File: config.mk
export PLATFORM = sky130hd
export DESIGN_NAME = nasti_read_burst_splitter_flat
export DESIGN_NICKNAME = d
export VERILOG_FILES = /design/src/rtl/nasti_read_burst_splitter_pkg.sv /design/src/rtl/nasti_read_burst_splitter_if.sv /design/src/rtl/nasti_read_burst_splitter_chunker.sv /design/src/rtl/nasti_read_burst_splitter.sv /design/src/flat_wrapper.sv
export SDC_FILE = /design/constraint.sdc
export NUM_CORES = 1
export LEC_CHECK = 0
export CAP_MARGIN = 10
export CORE_AREA = 4 4 106 108
export CTS_CLUSTER_DIAMETER = 60
export DETAILED_ROUTE_END_ITERATION = 6
export DIE_AREA = 0 0 110 112
export DONT_BUFFER_PORTS = 1
export PLACE_DENSITY = 0.75
export RECOVER_POWER = 50
export SETUP_SLACK_MARGIN = 0.3
export SYNTH_ARGS = -nofsm -noshare
export SYNTH_HDL_FRONTEND = slang
export SYNTH_SLANG_ARGS = --single-unit
File: constraint.sdc
create_clock -name clk -period 3.9 [get_ports clk]
set_input_delay 0.585 -clock clk [delete_from_list [all_inputs] [get_ports clk]]
set_output_delay 0.585 -clock clk [all_outputs]
set_load 0.01 [all_outputs]
File: src/rtl/nasti_read_burst_splitter_pkg.sv
// Shared NASTI definitions for the read burst splitter: FSM states, AR burst
// and R response encodings, and the 4 KB page size.
package nasti_read_burst_splitter_pkg;

    typedef enum logic [1:0] {
        S_IDLE = 2'd0,
        S_AR   = 2'd1,
        S_R    = 2'd2
    } state_e;

    localparam logic [1:0] BURST_FIXED = 2'b00;
    localparam logic [1:0] BURST_INCR  = 2'b01;
    localparam logic [1:0] BURST_WRAP  = 2'b10;

    localparam logic [1:0] RESP_OKAY   = 2'b00;
    localparam logic [1:0] RESP_EXOKAY = 2'b01;
    localparam logic [1:0] RESP_SLVERR = 2'b10;
    localparam logic [1:0] RESP_DECERR = 2'b11;

    // Bytes in one page; a burst must never cross this boundary.
    localparam logic [12:0] BYTES_4K = 13'h1000;

endpackage

File: src/rtl/nasti_read_burst_splitter_if.sv
// NASTI read-channel bundle (AR + R). The master modport issues requests and
// consumes data; the slave modport is its mirror image.
interface nasti_read_burst_splitter_if #(
    parameter int ID_WIDTH   = 2,
    parameter int ADDR_WIDTH = 32,
    parameter int DATA_WIDTH = 64,
    parameter int USER_WIDTH = 1
);
    logic [ID_WIDTH-1:0]   ar_id;
    logic [ADDR_WIDTH-1:0] ar_addr;
    logic [7:0]            ar_len;
    logic [2:0]            ar_size;
    logic [1:0]            ar_burst;
    logic                  ar_lock;
    logic [3:0]            ar_cache;
    logic [2:0]            ar_prot;
    logic [3:0]            ar_qos;
    logic [3:0]            ar_region;
    logic [USER_WIDTH-1:0] ar_user;
    logic                  ar_valid;
    logic                  ar_ready;

    logic [ID_WIDTH-1:0]   r_id;
    logic [DATA_WIDTH-1:0] r_data;
    logic [1:0]            r_resp;
    logic                  r_last;
    logic [USER_WIDTH-1:0] r_user;
    logic                  r_valid;
    logic                  r_ready;

    modport master (
        output ar_id, ar_addr, ar_len, ar_size, ar_burst, ar_lock, ar_cache,
               ar_prot, ar_qos, ar_region, ar_user, ar_valid,
        input  ar_ready,
        input  r_id, r_data, r_resp, r_last, r_user, r_valid,
        output r_ready
    );

    modport slave (
        input  ar_id, ar_addr, ar_len, ar_size, ar_burst, ar_lock, ar_cache,
               ar_prot, ar_qos, ar_region, ar_user, ar_valid,
        output ar_ready,
        output r_id, r_data, r_resp, r_last, r_user, r_valid,
        input  r_ready
    );

endinterface

File: src/rtl/nasti_read_burst_splitter_chunker.sv
// nasti_burst_chunker: combinational sub-burst size and follow-on address for
// an INCR burst. Shared with the write-side splitter.
// Optional macro NASTI_SPLIT_4K_EN: also stop each chunk at the next 4 KB page.
module nasti_burst_chunker
    import nasti_read_burst_splitter_pkg::*;
#(
    parameter int ADDR_WIDTH = 32,
    parameter int MAX_BEATS  = 16
) (
    input  logic [ADDR_WIDTH-1:0] addr_i,
    input  logic [8:0]            beats_rem_i,
    input  logic [2:0]            size_i,
    output logic [8:0]            chunk_o,
    output logic [ADDR_WIDTH-1:0] next_addr_o
);
    localparam logic [8:0] MAX_CHUNK = 9'(MAX_BEATS);

    logic [ADDR_WIDTH-1:0] addr_aligned;
    logic [8:0]            chunk;
`ifdef NASTI_SPLIT_4K_EN
    logic [12:0]           beats_4k;
`endif

    // Take the smallest of remaining beats, MAX_BEATS and (optionally) beats to the page edge.
    always_comb begin
        // NOTE: every combinational output gets a value before any condition, so no latch is inferred.
        addr_aligned = addr_i & ~((ADDR_WIDTH'(1) << size_i) - ADDR_WIDTH'(1));
        chunk        = (beats_rem_i < MAX_CHUNK) ? beats_rem_i : MAX_CHUNK;
`ifdef NASTI_SPLIT_4K_EN
        beats_4k = (BYTES_4K - {1'b0, addr_aligned[11:0]}) >> size_i;
        if ({4'b0, chunk} > beats_4k) begin
            chunk = beats_4k[8:0];
        end
`endif
        chunk_o     = chunk;
        next_addr_o = addr_aligned + (ADDR_WIDTH'(chunk) << size_i);
    end

endmodule

File: src/rtl/nasti_read_burst_splitter.sv
// nasti_read_burst_splitter: splits one master INCR read burst into slave
// sub-bursts of at most MAX_BEATS beats and re-merges the R stream so only the
// final beat carries r_last. One outstanding transaction at a time.
// Optional macro NASTI_SPLIT_4K_EN (in nasti_burst_chunker): never cross 4 KB.
module nasti_read_burst_splitter
    import nasti_read_burst_splitter_pkg::*;
#(
    parameter int ID_WIDTH   = 2,
    parameter int ADDR_WIDTH = 32,
    parameter int DATA_WIDTH = 64,
    parameter int USER_WIDTH = 1,
    parameter int MAX_BEATS  = 16
) (
    input  logic                               clk,
    input  logic                               rstn,
    nasti_read_burst_splitter_if.slave         master_if,
    nasti_read_burst_splitter_if.master        slave_if
);
    localparam logic [2:0] MAX_SIZE = 3'($clog2(DATA_WIDTH / 8));

    state_e                state_q, state_d;
    logic [ADDR_WIDTH-1:0] addr_q, addr_d;
    logic [8:0]            beats_rem_q, beats_rem_d;
    logic [7:0]            beat_cnt_q, beat_cnt_d;
    logic [7:0]            cur_len_q, cur_len_d;

    // Latched request fields, replayed on every sub-burst.
    logic [ID_WIDTH-1:0]   id_q;
    logic [2:0]            size_q;
    logic [1:0]            burst_q;
    logic                  lock_q;
    logic [3:0]            cache_q;
    logic [2:0]            prot_q;
    logic [3:0]            qos_q;
    logic [3:0]            region_q;
    logic [USER_WIDTH-1:0] user_q;

    logic [8:0]            chunk;
    logic [ADDR_WIDTH-1:0] next_addr;
    logic                  master_ar_hs, slave_ar_hs, slave_r_hs;
    logic                  unused_r_id;

    nasti_burst_chunker #(
        .ADDR_WIDTH (ADDR_WIDTH),
        .MAX_BEATS  (MAX_BEATS)
    ) u_chunker (
        .addr_i      (addr_q),
        .beats_rem_i (beats_rem_q),
        .size_i      (size_q),
        .chunk_o     (chunk),
        .next_addr_o (next_addr)
    );

    assign master_ar_hs = master_if.ar_valid && master_if.ar_ready;
    assign slave_ar_hs  = slave_if.ar_valid && slave_if.ar_ready;
    assign slave_r_hs   = slave_if.r_valid && slave_if.r_ready;
    // The downstream ID is not trusted; the latched request ID is returned instead.
    assign unused_r_id  = ^slave_if.r_id;

    // Request handshake and sub-burst AR fields.
    assign master_if.ar_ready  = (state_q == S_IDLE);
    assign slave_if.ar_valid  = (state_q == S_AR);
    assign slave_if.ar_id     = id_q;
    assign slave_if.ar_addr   = addr_q;
    assign slave_if.ar_len    = 8'(chunk - 9'd1);
    assign slave_if.ar_size   = size_q;
    assign slave_if.ar_burst  = burst_q;
    assign slave_if.ar_lock   = lock_q;
    assign slave_if.ar_cache  = cache_q;
    assign slave_if.ar_prot   = prot_q;
    assign slave_if.ar_qos    = qos_q;
    assign slave_if.ar_region = region_q;
    assign slave_if.ar_user   = user_q;

    // Zero-latency R pass-through, gated to the data phase.
    assign master_if.r_valid = slave_if.r_valid && (state_q == S_R);
    assign slave_if.r_ready  = master_if.r_ready && (state_q == S_R);
    assign master_if.r_id    = id_q;
    assign master_if.r_data  = slave_if.r_data;
    assign master_if.r_resp  = slave_if.r_resp;
    assign master_if.r_user  = slave_if.r_user;
    assign master_if.r_last  = slave_if.r_last && (beats_rem_q == 9'd0);

    // Next-state logic: accept request, issue sub-burst AR, stream its beats, repeat.
    always_comb begin
        state_d     = state_q;
        addr_d      = addr_q;
        beats_rem_d = beats_rem_q;
        beat_cnt_d  = beat_cnt_q;
        cur_len_d   = cur_len_q;
        unique case (state_q)
            S_IDLE: begin
                if (master_ar_hs) begin
                    state_d     = S_AR;
                    addr_d      = master_if.ar_addr;
                    beats_rem_d = {1'b0, master_if.ar_len} + 9'd1;
                end
            end
            S_AR: begin
                if (slave_ar_hs) begin
                    state_d     = S_R;
                    addr_d      = next_addr;
                    beats_rem_d = beats_rem_q - chunk;
                    beat_cnt_d  = 8'd0;
                    cur_len_d   = 8'(chunk - 9'd1);
                end
            end
            S_R: begin
                if (slave_r_hs) begin
                    beat_cnt_d = beat_cnt_q + 8'd1;
                    if (slave_if.r_last) begin
                        state_d = (beats_rem_q == 9'd0) ? S_IDLE : S_AR;
                    end
                end
            end
            default: state_d = S_IDLE;
        endcase
    end

    // FSM and burst-progress registers.
    always_ff @(posedge clk or negedge rstn) begin
        if (!rstn) begin
            state_q     <= S_IDLE;
            addr_q      <= '0;
            beats_rem_q <= '0;
            beat_cnt_q  <= '0;
            cur_len_q   <= '0;
        end else begin
            // NOTE: sequential state uses non-blocking assignments so every register samples pre-edge values.
            state_q     <= state_d;
            addr_q      <= addr_d;
            beats_rem_q <= beats_rem_d;
            beat_cnt_q  <= beat_cnt_d;
            cur_len_q   <= cur_len_d;
        end
    end

    // Capture the request fields that every sub-burst repeats.
    always_ff @(posedge clk or negedge rstn) begin
        if (!rstn) begin
            id_q     <= '0;
            size_q   <= '0;
            burst_q  <= BURST_INCR;
            lock_q   <= 1'b0;
            cache_q  <= '0;
            prot_q   <= '0;
            qos_q    <= '0;
            region_q <= '0;
            user_q   <= '0;
        end else if (master_ar_hs) begin
            id_q     <= master_if.ar_id;
            size_q   <= master_if.ar_size;
            burst_q  <= master_if.ar_burst;
            lock_q   <= master_if.ar_lock;
            cache_q  <= master_if.ar_cache;
            prot_q   <= master_if.ar_prot;
            qos_q    <= master_if.ar_qos;
            region_q <= master_if.ar_region;
            user_q   <= master_if.ar_user;
        end
    end

    // Protocol sanity checks on requests and sub-burst beat framing.
    always @(posedge clk) begin
        if (rstn && master_ar_hs) begin
            assert (master_if.ar_burst == BURST_INCR && master_if.ar_size <= MAX_SIZE)
            else $fatal(1, "unsupported read request: burst %0d size %0d",
                        master_if.ar_burst, master_if.ar_size);
        end
        if (rstn && slave_r_hs) begin
            assert (slave_if.r_last == (beat_cnt_q == cur_len_q))
            else $fatal(1, "slave r_last misplaced at beat %0d of len %0d",
                        beat_cnt_q, cur_len_q);
        end
    end

endmodule

File: src/flat_wrapper.sv
// flat-port wrapper written by rule: the top's interface ports become plain ports
module nasti_read_burst_splitter_flat import nasti_read_burst_splitter_pkg::*;
#(
    parameter int ID_WIDTH   = 2,
    parameter int ADDR_WIDTH = 32,
    parameter int DATA_WIDTH = 64,
    parameter int USER_WIDTH = 1,
    parameter int MAX_BEATS  = 16
)
  (clk, rstn, master_if_ar_id, master_if_ar_addr, master_if_ar_len, master_if_ar_size, master_if_ar_burst, master_if_ar_lock, master_if_ar_cache, master_if_ar_prot, master_if_ar_qos, master_if_ar_region, master_if_ar_user, master_if_ar_valid, master_if_ar_ready, master_if_r_id, master_if_r_data, master_if_r_resp, master_if_r_last, master_if_r_user, master_if_r_valid, master_if_r_ready, slave_if_ar_id, slave_if_ar_addr, slave_if_ar_len, slave_if_ar_size, slave_if_ar_burst, slave_if_ar_lock, slave_if_ar_cache, slave_if_ar_prot, slave_if_ar_qos, slave_if_ar_region, slave_if_ar_user, slave_if_ar_valid, slave_if_ar_ready, slave_if_r_id, slave_if_r_data, slave_if_r_resp, slave_if_r_last, slave_if_r_user, slave_if_r_valid, slave_if_r_ready);
  nasti_read_burst_splitter_if #(.ID_WIDTH(ID_WIDTH), .ADDR_WIDTH(ADDR_WIDTH), .DATA_WIDTH(DATA_WIDTH), .USER_WIDTH(USER_WIDTH)) master_if_i ();
  nasti_read_burst_splitter_if #(.ID_WIDTH(ID_WIDTH), .ADDR_WIDTH(ADDR_WIDTH), .DATA_WIDTH(DATA_WIDTH), .USER_WIDTH(USER_WIDTH)) slave_if_i ();
  input  logic clk;
  input  logic rstn;
  input wire logic [$bits(master_if_i.ar_id)-1:0] master_if_ar_id;
  input wire logic [$bits(master_if_i.ar_addr)-1:0] master_if_ar_addr;
  input wire logic [$bits(master_if_i.ar_len)-1:0] master_if_ar_len;
  input wire logic [$bits(master_if_i.ar_size)-1:0] master_if_ar_size;
  input wire logic [$bits(master_if_i.ar_burst)-1:0] master_if_ar_burst;
  input wire logic [$bits(master_if_i.ar_lock)-1:0] master_if_ar_lock;
  input wire logic [$bits(master_if_i.ar_cache)-1:0] master_if_ar_cache;
  input wire logic [$bits(master_if_i.ar_prot)-1:0] master_if_ar_prot;
  input wire logic [$bits(master_if_i.ar_qos)-1:0] master_if_ar_qos;
  input wire logic [$bits(master_if_i.ar_region)-1:0] master_if_ar_region;
  input wire logic [$bits(master_if_i.ar_user)-1:0] master_if_ar_user;
  input wire logic [$bits(master_if_i.ar_valid)-1:0] master_if_ar_valid;
  output wire logic [$bits(master_if_i.ar_ready)-1:0] master_if_ar_ready;
  output wire logic [$bits(master_if_i.r_id)-1:0] master_if_r_id;
  output wire logic [$bits(master_if_i.r_data)-1:0] master_if_r_data;
  output wire logic [$bits(master_if_i.r_resp)-1:0] master_if_r_resp;
  output wire logic [$bits(master_if_i.r_last)-1:0] master_if_r_last;
  output wire logic [$bits(master_if_i.r_user)-1:0] master_if_r_user;
  output wire logic [$bits(master_if_i.r_valid)-1:0] master_if_r_valid;
  input wire logic [$bits(master_if_i.r_ready)-1:0] master_if_r_ready;
  output wire logic [$bits(slave_if_i.ar_id)-1:0] slave_if_ar_id;
  output wire logic [$bits(slave_if_i.ar_addr)-1:0] slave_if_ar_addr;
  output wire logic [$bits(slave_if_i.ar_len)-1:0] slave_if_ar_len;
  output wire logic [$bits(slave_if_i.ar_size)-1:0] slave_if_ar_size;
  output wire logic [$bits(slave_if_i.ar_burst)-1:0] slave_if_ar_burst;
  output wire logic [$bits(slave_if_i.ar_lock)-1:0] slave_if_ar_lock;
  output wire logic [$bits(slave_if_i.ar_cache)-1:0] slave_if_ar_cache;
  output wire logic [$bits(slave_if_i.ar_prot)-1:0] slave_if_ar_prot;
  output wire logic [$bits(slave_if_i.ar_qos)-1:0] slave_if_ar_qos;
  output wire logic [$bits(slave_if_i.ar_region)-1:0] slave_if_ar_region;
  output wire logic [$bits(slave_if_i.ar_user)-1:0] slave_if_ar_user;
  output wire logic [$bits(slave_if_i.ar_valid)-1:0] slave_if_ar_valid;
  input wire logic [$bits(slave_if_i.ar_ready)-1:0] slave_if_ar_ready;
  input wire logic [$bits(slave_if_i.r_id)-1:0] slave_if_r_id;
  input wire logic [$bits(slave_if_i.r_data)-1:0] slave_if_r_data;
  input wire logic [$bits(slave_if_i.r_resp)-1:0] slave_if_r_resp;
  input wire logic [$bits(slave_if_i.r_last)-1:0] slave_if_r_last;
  input wire logic [$bits(slave_if_i.r_user)-1:0] slave_if_r_user;
  input wire logic [$bits(slave_if_i.r_valid)-1:0] slave_if_r_valid;
  output wire logic [$bits(slave_if_i.r_ready)-1:0] slave_if_r_ready;
  assign master_if_i.ar_id = master_if_ar_id;
  assign master_if_i.ar_addr = master_if_ar_addr;
  assign master_if_i.ar_len = master_if_ar_len;
  assign master_if_i.ar_size = master_if_ar_size;
  assign master_if_i.ar_burst = master_if_ar_burst;
  assign master_if_i.ar_lock = master_if_ar_lock;
  assign master_if_i.ar_cache = master_if_ar_cache;
  assign master_if_i.ar_prot = master_if_ar_prot;
  assign master_if_i.ar_qos = master_if_ar_qos;
  assign master_if_i.ar_region = master_if_ar_region;
  assign master_if_i.ar_user = master_if_ar_user;
  assign master_if_i.ar_valid = master_if_ar_valid;
  assign master_if_ar_ready = master_if_i.ar_ready;
  assign master_if_r_id = master_if_i.r_id;
  assign master_if_r_data = master_if_i.r_data;
  assign master_if_r_resp = master_if_i.r_resp;
  assign master_if_r_last = master_if_i.r_last;
  assign master_if_r_user = master_if_i.r_user;
  assign master_if_r_valid = master_if_i.r_valid;
  assign master_if_i.r_ready = master_if_r_ready;
  assign slave_if_ar_id = slave_if_i.ar_id;
  assign slave_if_ar_addr = slave_if_i.ar_addr;
  assign slave_if_ar_len = slave_if_i.ar_len;
  assign slave_if_ar_size = slave_if_i.ar_size;
  assign slave_if_ar_burst = slave_if_i.ar_burst;
  assign slave_if_ar_lock = slave_if_i.ar_lock;
  assign slave_if_ar_cache = slave_if_i.ar_cache;
  assign slave_if_ar_prot = slave_if_i.ar_prot;
  assign slave_if_ar_qos = slave_if_i.ar_qos;
  assign slave_if_ar_region = slave_if_i.ar_region;
  assign slave_if_ar_user = slave_if_i.ar_user;
  assign slave_if_ar_valid = slave_if_i.ar_valid;
  assign slave_if_i.ar_ready = slave_if_ar_ready;
  assign slave_if_i.r_id = slave_if_r_id;
  assign slave_if_i.r_data = slave_if_r_data;
  assign slave_if_i.r_resp = slave_if_r_resp;
  assign slave_if_i.r_last = slave_if_r_last;
  assign slave_if_i.r_user = slave_if_r_user;
  assign slave_if_i.r_valid = slave_if_r_valid;
  assign slave_if_r_ready = slave_if_i.r_ready;
  nasti_read_burst_splitter #(.ID_WIDTH(ID_WIDTH), .ADDR_WIDTH(ADDR_WIDTH), .DATA_WIDTH(DATA_WIDTH), .USER_WIDTH(USER_WIDTH), .MAX_BEATS(MAX_BEATS)) u_core (.clk(clk), .rstn(rstn), .master_if(master_if_i), .slave_if(slave_if_i));
endmodule
==> results.cfg <==
[cts]
tritoncts.num_buffers = 9
tritoncts_num_sinks = 67
h-tree-depth = 3
tritoncts = yes
cts-root-buf = sky130_fd_sc_hd__clkbuf_8
cts-root-to-sink-buffers = 2
clk_pin_slew_ps = 80
worst_skew_pair.late_latency_ps = 350

[finish]
n_antenna_cell = 0
fin_area_sq_um = 5010
area_growth_pct = -2.03
fillerInstances = 972
layout.cells.most_common = sky130_fd_sc_hd__nand2_1
layout.cells.most_common_list = sky130_fd_sc_hd__nand2_1 (122), sky130_fd_sc_hd__dfrtp_1 (65), sky130_fd_sc_hd__a21oi_1 (44), sky130_fd_sc_hd__o21ai_0 (42), sky130_fd_sc_hd__nor2_1 (40)
multi_input_comb_area_sq_um = 2800
post-route-util_pct = 49.0
sequential_cell_area_sq_um = 1680
final_nets = 733
drive_above_1_share_pct = 9.71

[synthesis]
post_synth_inst_count = 655
ys_warn_count = 0
yosys.cell_types.count = 63
avgSynthCellArea_sq_um = 7.81
ys_ff_latch = 67
ys_seq_area_share_pct = 32.8
synth_edf_count = 0
synthArstFlopShare_pct = 100
syn-cell-area_sq_um = 5120
ys_dominant_reg_cell = sky130_fd_sc_hd__dfrtp_1

[sta]
rsz0062_at_grt = true
timing.setup.tns_ps = 0
setup_violations = 0
relSlewSlack_pct = 39.5
max_freq_mhz = 294
hold_ws_ps = 73.9
finalHoldViolCount = 0
timing_worst_slew_pin_value_ps = 901
worst_clock_skew_ps = 12.7
timing.final.max_slew_violations = 0
min_period_ps = 3400
finalCritPeriodShare_pct = 87.3

[flow_run]
timing.max_cap.violations = 0

[detailed_routing]
detailroute.via_count = 4347
wl_met2_mm = 6.50
wl_mm = 13.9
wl_met1_mm = 5.70
top_layer_used = met4
routed_wire_length_per_instance_microns = 19.5
route.detailed.drc = 0
met3_wl_post_dr_mm = 1.28
drt_iter0_markers = 262
drt_pre_antenna_iters = 5
ant_nets = 0
routed_via_density = 6.10

[floorplan]
floorplan.initialDensity_pct = 50.0
io-pin-count = 278
fp.dieH_microns = 112
floorplan.die_area_sq_um = 12300
core_region_area_sq_um = 10200
floorplan.die.width_microns = 110
placement_rows = 37

[placed_design]
dp_hpwl_mm = 10.1
placement.io_buffers = 0
post_dp_cell_area_sq_um = 4700
gpl.final_weighted_congestion = 0.927

[grt]
globalRoute.totalOverflow = 0
number_of_antenna_violations_at_the_first_check_in_global_routing = 0
grt.total_usage_pct = 22.5
pin_count_of_the_biggest_net_entering_global_routing = 67
grt_pass1_wl_mm = 22.1
grt_pass1_vias = 4310

[setup_path]
worstPathMaxFanout = 8
timing_worst_setup_path_type = reg2reg
timing.critical_path.arrival_ps = 3610
data_required_time_at_the_worst_endpoint_ps = 4110
worstSetupStartpointType = flip-flop
cp-end-kind = flip-flop

[power]
ir_worst_vdd_mv = 0.709
power_density_nw_per_um2 = 917
cellLeakagePower_nw = 2.20

[min_path]
worst_hold_path_type = in2async

[run_status]
status = completed
==> routing by layer <==
metal  global-route usage [%]  up-vias
met5                        0        -
met4                     10.1        0
met3                     8.52       60
met2                     34.4      190
met1                     28.1     2056
li1                         -     2041
==> kinds of logic (layout without fill, tap and decap cells) <==
logic type | count (synthesis) | count (layout) | share of synthesized area [%]
compound gates | 155 | 155 | 19.1
xor+xnor | 20 | 20 | 3.42
fa+ha+maj | 21 | 21 | 5.28
buf+inv | 122 | 41 | 14.2
flops | 67 | 67 | 32.8
mux | 6 | 6 | 1.22
other cells | 2 | 5 | 0.147
simple gates | 262 | 262 | 23.8
==> cells in the mapped netlist (all sizes together) (5+ instances only) <==
library cell | n | area share (%)
xor2 | 14 | 2.4
a31oi | 10 | 1.2
clkbuf | 37 | 2.7
o22ai | 7 | 0.86
a22oi | 5 | 0.83
or3 | 8 | 0.98
and2 | 9 | 1.1
a211oi | 6 | 0.88
o211ai | 7 | 1.0
a21oi | 44 | 4.3
nand3 | 23 | 2.2
a311oi | 6 | 1.1
nand2 | 123 | 9.0
xnor2 | 6 | 1.0
and3 | 16 | 2.0
o21ai | 42 | 4.1
a21o | 5 | 0.73
nor4 | 7 | 0.98
nor3 | 8 | 0.78
dfrtp | 66 | 32
ha | 20 | 4.9
buf | 77 | 11
nor2 | 41 | 3.0
nor2b | 9 | 1.1
inv | 8 | 0.59
==> registers in the layout, indices dropped and copies added, names as in the netlist <==
signal / cells
u_core.slave_if.ar_size: 3
u_core.slave_if.ar_addr: 32
u_core.slave_if.ar_qos: 4
u_core.beats_rem_q: 9
u_core.slave_if.ar_region: 4
u_core.master_if.r_id: 2
u_core.slave_if.ar_cache: 4
u_core.state_q: 2
u_core.slave_if.ar_user: 1
u_core.slave_if.ar_lock: 1
u_core.slave_if.ar_burst: 2
u_core.slave_if.ar_prot: 3
==> final cells by class <==
cell class	count	share of cell area [%]
multi-input combinational	469	55.8
sequential	67	33.5
tap	136	3.39
clock buffer	13	3.37
timing repair buffer	17	2.95
inverter	8	0.599
clock inverter	3	0.424
==> worst max-delay path, cell delays in order, from the launching register on <==
cell,delay [ps]
sky130_fd_sc_hd__dfrtp_2,470
sky130_fd_sc_hd__nor4_4,350
sky130_fd_sc_hd__nand2b_2,170
sky130_fd_sc_hd__and3_1,210
sky130_fd_sc_hd__a21oi_1,190
sky130_fd_sc_hd__nor2b_2,80
sky130_fd_sc_hd__ha_2,310
sky130_fd_sc_hd__a21o_1,210
sky130_fd_sc_hd__a31o_1,260
sky130_fd_sc_hd__a2111oi_4,330
sky130_fd_sc_hd__a22oi_2,160
sky130_fd_sc_hd__and2_4,210
sky130_fd_sc_hd__a311oi_2,260
sky130_fd_sc_hd__a311oi_1,80
==> where the power goes <==
part	internal [mW]	total (mW)	switching (mW)
logic	0.943	2.42	1.47
clock network	0.283	0.557	0.273
registers	1.04	1.62	0.577
==> worst paths after layout <==
path | from | endpoint | slack [ps] | cells past startpoint
max in group asynchronous | rstn | u_core.beats_rem_q[5] | 3490 | 1
min in group clk | master_if_ar_burst[0] | u_core.slave_if.ar_burst[0] | 320 | 2
setup reg to reg | u_core.beats_rem_q[5] | u_core.slave_if.ar_addr[24] | 500 | 13
hold reg to reg | u_core.slave_if.ar_burst[0] | u_core.slave_if.ar_burst[0] | 490 | 2
hold / removal | rstn | u_core.slave_if.ar_burst[0] | 70 | 0
setup / recovery | u_core.beats_rem_q[5] | u_core.slave_if.ar_addr[24] | 500 | 13
==> timing repair <==
action,CTS,global route
gates resized for setup,1,14
gates cloned,0,0
pin swaps,1,3
endpoints found under the hold margin,66,0
buffers inserted,2,2
hold buffers,1,0
endpoints found under the setup margin,3,21
==> through the flow <==
step                      worst slack (ps)  std cells  power (mW)
after floorplan                        362        658        3.41
after global placement                 340        692        3.81
after detailed placement               181        692        3.91
after CTS                              303        711        4.53
after global routing                   266        713        5.00
final                                  495        713        4.59
No activity file was read; power rests on OpenSTA's default activity.
